### src/rtl/wptr_full_ctrl.sv
// Write-side pointer and status controller for an asynchronous FIFO.
// Optional macro WPTR_LEVEL_EN adds the read-pointer decoder, W_LEVEL and ALMOST_FULL.
module wptr_full_ctrl #(
  parameter int ADDR_WIDTH = 4,
  parameter int AF_THRESH  = 2**ADDR_WIDTH - 2
) (
  input  logic                  W_CLK,
  input  logic                  WRST_n,
  input  logic                  W_EN,
  input  logic                  CLR_OVF,
  input  logic [ADDR_WIDTH:0]   G_RPTR_SYNC,
  output logic                  W_ACCEPT,
  output logic [ADDR_WIDTH-1:0] W_ADDR,
  output logic [ADDR_WIDTH:0]   G_WPTR,
  output logic                  FULL,
  output logic                  ALMOST_FULL,
  output logic [ADDR_WIDTH:0]   W_LEVEL,
  output logic                  OVERFLOW
);

  localparam int PTR_WIDTH = ADDR_WIDTH + 1;

  logic [PTR_WIDTH-1:0] b_wptr_q, b_wptr_d;
  logic [PTR_WIDTH-1:0] g_wptr_q, g_wptr_d;
  logic [PTR_WIDTH-1:0] g_full_cmp;
  logic                 full_q, full_d;
  logic                 ovf_q, ovf_d;

  assign W_ACCEPT = W_EN & ~full_q;

  // Full when our next Gray pointer equals the read pointer with the top two bits inverted.
  assign g_full_cmp = {~G_RPTR_SYNC[PTR_WIDTH-1:PTR_WIDTH-2], G_RPTR_SYNC[PTR_WIDTH-3:0]};

  always_comb begin
    b_wptr_d = b_wptr_q + {{(PTR_WIDTH-1){1'b0}}, W_ACCEPT};
    g_wptr_d = (b_wptr_d >> 1) ^ b_wptr_d;
    full_d   = (g_wptr_d == g_full_cmp);
    ovf_d    = (W_EN & full_q) | (ovf_q & ~CLR_OVF);
  end

  always_ff @(posedge W_CLK or negedge WRST_n) begin
    if (!WRST_n) begin
      b_wptr_q <= '0;
      g_wptr_q <= '0;
      full_q   <= 1'b0;
      ovf_q    <= 1'b0;
    end else begin
      b_wptr_q <= b_wptr_d;
      g_wptr_q <= g_wptr_d;
      full_q   <= full_d;
      ovf_q    <= ovf_d;
    end
  end

  assign W_ADDR   = b_wptr_q[ADDR_WIDTH-1:0];
  assign G_WPTR   = g_wptr_q;
  assign FULL     = full_q;
  assign OVERFLOW = ovf_q;

`ifdef WPTR_LEVEL_EN
  localparam int                   AFW   = PTR_WIDTH + 1;
  localparam logic [PTR_WIDTH:0]   AF_T  = AFW'(AF_THRESH);

  logic [PTR_WIDTH-1:0] r_bin;
  logic [PTR_WIDTH-1:0] level_q, level_d;
  logic                 af_q, af_d;

  for (genvar gi = 0; gi < PTR_WIDTH; gi++) begin : g_gray2bin
    assign r_bin[gi] = ^G_RPTR_SYNC[PTR_WIDTH-1:gi];
  end

  always_comb begin
    level_d = b_wptr_d - r_bin;
    af_d    = ({1'b0, level_d} >= AF_T);
  end

  always_ff @(posedge W_CLK or negedge WRST_n) begin
    if (!WRST_n) begin
      level_q <= '0;
      af_q    <= 1'b0;
    end else begin
      level_q <= level_d;
      af_q    <= af_d;
    end
  end

  assign W_LEVEL     = level_q;
  assign ALMOST_FULL = af_q;
`else
  assign W_LEVEL     = '0;
  // Legal thresholds are >= 1, so this ties ALMOST_FULL low.
  assign ALMOST_FULL = (AF_THRESH < 1);
`endif

endmodule

### config.mk
export PLATFORM = sky130hd
export DESIGN_NAME = wptr_full_ctrl
export DESIGN_NICKNAME = d
export VERILOG_FILES = /design/src/rtl/wptr_full_ctrl.sv
export SDC_FILE = /design/constraint.sdc
export NUM_CORES = 1
export LEC_CHECK = 0
export CORE_AREA = 2 2 39 41
export CTS_BUF_LIST = sky130_fd_sc_hd__clkbuf_4
export DETAILED_ROUTE_END_ITERATION = 6
export DIE_AREA = 0 0 41 43
export PLACE_DENSITY = 0.86
export SYNTH_ARGS = -nofsm -noshare
export SYNTH_HDL_FRONTEND = slang
export SYNTH_SLANG_ARGS = --single-unit
### constraint.sdc
create_clock -name W_CLK -period 3.06 [get_ports W_CLK]
set_input_delay 0.612 -clock W_CLK [delete_from_list [all_inputs] [get_ports W_CLK]]
set_output_delay 0.612 -clock W_CLK [all_outputs]
set_load 0.1 [all_outputs]
; ---- Yosys cells after proc, flatten, opt, wreduce, memory -nomap -nowiden
; Cells that the tools add are included.
[word_totals]
out_inout_bits = 18
wordCells = 14
register_bits = 12
[op_classes]
n_addsub = 1
eq_ne = 1
bitwise_logic = 8
[op_table]
columns = cell, count
row1 = adder 5 x 1 -> 5 bit, 1
row2 = equality test 5 bit, 1
row3 = XOR 4 x 5 -> 5 bit, 1
row4 = bitwise AND 1 bit, 3
row5 = inverter 1 bit, 2
row6 = inverter 2 bit, 1
row7 = bitwise OR 1 bit, 1

; ---- Logic depth before layout (Yosys ltp)
[logic_depth]
depth_word = 5
depth_mapped = 7

; ---- Worst setup path before layout
; No wires, ideal clock.
[synth_path]
kind = register -> register
start = register full_q, in the netlist FULL
end = register full_q, in the netlist FULL
synth_period_minus_slack_ps = 3947
arrival_ps = 3854
path_slack_ps = -887
required_ps = 2966
path_stages_with_launch = 8
cell_sequence = dfrtp_1 > nor2b_1 > ha_1 > ha_1 > nand3_1 > xnor2_1 > or3_1 > a221oi_2
[synth_via]
elab_chain_cells = 5
[synth_rtl]
columns = item, line_no
row1 = from (decl), 26  ; logic full_q, full_d;
row2 = from (signal assigned), 50  ; full_q <= full_d;
row3 = inverter 1 bit, 29  ; assign W_ACCEPT = W_EN & ~full_q;
row4 = bitwise AND 1 bit, 29
row5 = named net W_ACCEPT, 12  ; output logic W_ACCEPT,
row6 = adder 5 x 1 -> 5 bit, 35  ; b_wptr_d = b_wptr_q + {{(PTR_WIDTH-1){1'b0}}, W_ACCEPT};
row7 = named net b_wptr_d[4], 23  ; logic [PTR_WIDTH-1:0] b_wptr_q, b_wptr_d;
row8 = XOR 4 x 5 -> 5 bit, 36  ; g_wptr_d = (b_wptr_d >> 1) ^ b_wptr_d;
row9 = equality test 5 bit, 37  ; full_d = (g_wptr_d == g_full_cmp);
row10 = named net full_d, 26
; The timed path passes the listed nets, and every way through them passes these cells.

; ---- Final worst setup path
[layout_path]
start = input port W_EN
end = register full_q, in the netlist FULL
[layout_via]
elab_chain_cells = 4
[layout_rtl]
columns = item, line_no
row1 = from (decl), 9  ; input logic W_EN,
row2 = bitwise AND 1 bit, 29
row3 = adder 5 x 1 -> 5 bit, 35
row4 = named net b_wptr_d[2], 23
row5 = XOR 4 x 5 -> 5 bit, 36
row6 = equality test 5 bit, 37
row7 = named net full_d, 26
; The timed path passes the listed nets, and every way through them passes these cells.

==> qor.yml <==
hold_path_class: "reg -> reg"
num_antenna_cells: 0
syn-cell-area_um2: 546.8
critPathRequiredTime_ns: 3.23
critPathTopFamily: "simple AND/OR/NAND/NOR gates"
synth_cell_type_count: 15
cp-startpoint: "W_EN"
cp_max_fo: 3
h-tree-depth: 1
fin_nets: 80
antenna_found_initial: 0
rows: 14
cts_root_buffer: "clkbuf_4"
postCtsHoldBufs: 0
wl_met3_um: 57
maxCapViolCount: 0
ys_warn_count: 0
setup_tns_ns: 0
detail_route.iter0.violations: 4
critPathLaunchType: "input port"
met2_wirelength_um: 559
grt_pass1_vias: 364
slew_violations: 0
grt_max_degree: 12
crit_slowest_cell: "clkdlybuf4s50_1"
postSynthCellCount: 45
outcome: "complete, no violations"
syn_avg_cell_area_um2: 12.15
wl_met1_um: 353
grt_pass1_wl_mm: 1.490
yosys_register_bits: 11
critPathKind: "in -> reg"
finalClockSkew_ns: 0.004865
post_cts_resized: 0
synthArstFlopShare: 1.000
crit_path_end_kind: "flop"
synthFlopType: "dfrtp_1"
hpwl_um: 805.5
cts_buffers: 3
drt_pass1_iterations: 4
synth_enable_flop_cells: 0
via_per_inst: 4.310
hold_viol_final: 0
reg2reg_slack_ns: 0.89
path_clk_slew_ns: 0.07
vias: 362
die_h_um: 43
cts_tree: "done"
die_w_um: 41
clkLatencyLatePin_ns: 0.26
synth_top_area_frac: 0.5034
dpl_cell_area_um2: 718.2
critPathBufInv: 1
cts_sinks: 11
max-clock-path-buffers: 2
synth_most_common_cell: "dfrtp_1"
core-area_um2: 1384
rsz0062_at_grt: "no"
area_delta_synth_final_pct: 36.84
routedWlPerCell_um: 11.55
reg2reg_from: "FULL"
drc: 0
gp_congestion: 0.6885
reg2regPathDepth: 7
fin_crit_sh: 0.8509
cp_num_cells: 8
initial_utilization: 0.3951
yosysSeqAreaShare: 0.5034
ys_top_cells_by_count: "11 x dfrtp_1, 7 x xor2_1, 6 x buf_4"
top_layer_used: "met3"
fmax_ghz: 0.3841
yosysTopAreaCell: "dfrtp_1"
worstPathArrival_ns: 2.77
drive_gt1_frac: 0.2647
routed_wl_um: 970
worst_path_largest_cell_delay_ns: 0.49
io_pins: 27
yosys-top-cells-area: "dfrtp_1 50%, xor2_1 11%, buf_4 8.2%, xnor2_1 6.4%, ha_1 4.6%"
min_from: "OVERFLOW"
postRouteAntennaNets: 0
post_cts_buffers: 0
grt_usage: 0.1372
min_path_cells: 2
crit_chain: "clkdlybuf4s50_1, nor2b_4, ha_1, ha_1, xor2_1, xor2_1, or3_1, a221oi_2"
setup_viol: 0
fin_crit_ns: 2.604
fill_cells: 124
dieArea_um2: 1763
fin_area_um2: 748.2
port_buffers: 20
grt_overflow_total: 0
## logic make-up (layout without fill, tap and decap cells)
kind of cell,after synthesis,in the layout,synth area share
other,1,6,0.006858
adder cells (fa/ha/maj),2,2,0.04576
XOR/XNOR,12,12,0.2197
buffers and inverters,8,26,0.09611
AO/OA/AOI/OAI,3,3,0.05033
flip-flops,11,11,0.5034
AND/OR/NAND/NOR,8,8,0.07780
## flip-flops by register name (all words and copies together), names as in the netlist
signal,count
FULL,1
b_wptr_q,5
G_WPTR,4
OVERFLOW,1
## worst min-delay path, cell delays in order, from the launching register on
cell and delay [ns]:
dfrtp_1 0.38, inv_1 0.05, o21ai_0 0.08
## stage by stage
stage          setup WS [ns]  std cells  hold WS (ns)  utilization
2_1_floorplan        0.05638         50        0.3164            -
3_3_place_gp          0.2504         80        0.5345       0.5190
3_5_place_dp          0.1768         80        0.5495       0.5190
4_1_cts               0.4513         84        0.5632       0.5407
5_1_grt               0.2974         84        0.6086       0.5407
6_report              0.4562         84        0.5580       0.5407
## cell usage in the layout (no fill, tap or decap)
| cell type | instances |
|---|---|
| conb_1 | 6 |
| nand2_1 | 1 |
| ha_1 | 2 |
| clkdlybuf4s50_1 | 8 |
| nand3_1 | 4 |
| a21boi_1 | 1 |
| o21ai_0 | 1 |
| xor3_1 | 1 |
| a221oi_2 | 1 |
| buf_4 | 12 |
| xnor2_1 | 4 |
| or3_1 | 2 |
| inv_1 | 2 |
| dfrtp_1 | 11 |
| nor2b_4 | 1 |
| xor2_1 | 7 |
| clkbuf_4 | 4 |
## path summary, 6_finish.rpt
check                                 end
max in group asynchronous       G_WPTR[1]
min in group asynchronous       G_WPTR[3]
worst max register to register       FULL
worst max-delay path                 FULL
worst min-delay path             OVERFLOW
worst min register to register   OVERFLOW
## metal layers
metal  GRT usage  up-vias
met4      0.1400        0
met1      0.1572      169
met5           0        -
li1            -      179
met2      0.2000       14
met3     0.01571        0
## layout make-up
class / count / area [um^2] / area share
well taps: 16 / 20.02 / 0.02676
repair buffers: 20 / 170.2 / 0.2274
multi-input cells: 31 / 245.2 / 0.3278
clock buffers: 4 / 30.03 / 0.04013
flip-flops and latches: 11 / 275.3 / 0.3679
inverters: 2 / 7.507 / 0.01003
Power is not shown: default switching activity piles up to over one toggle a cycle in this logic, so the estimate is an artifact.
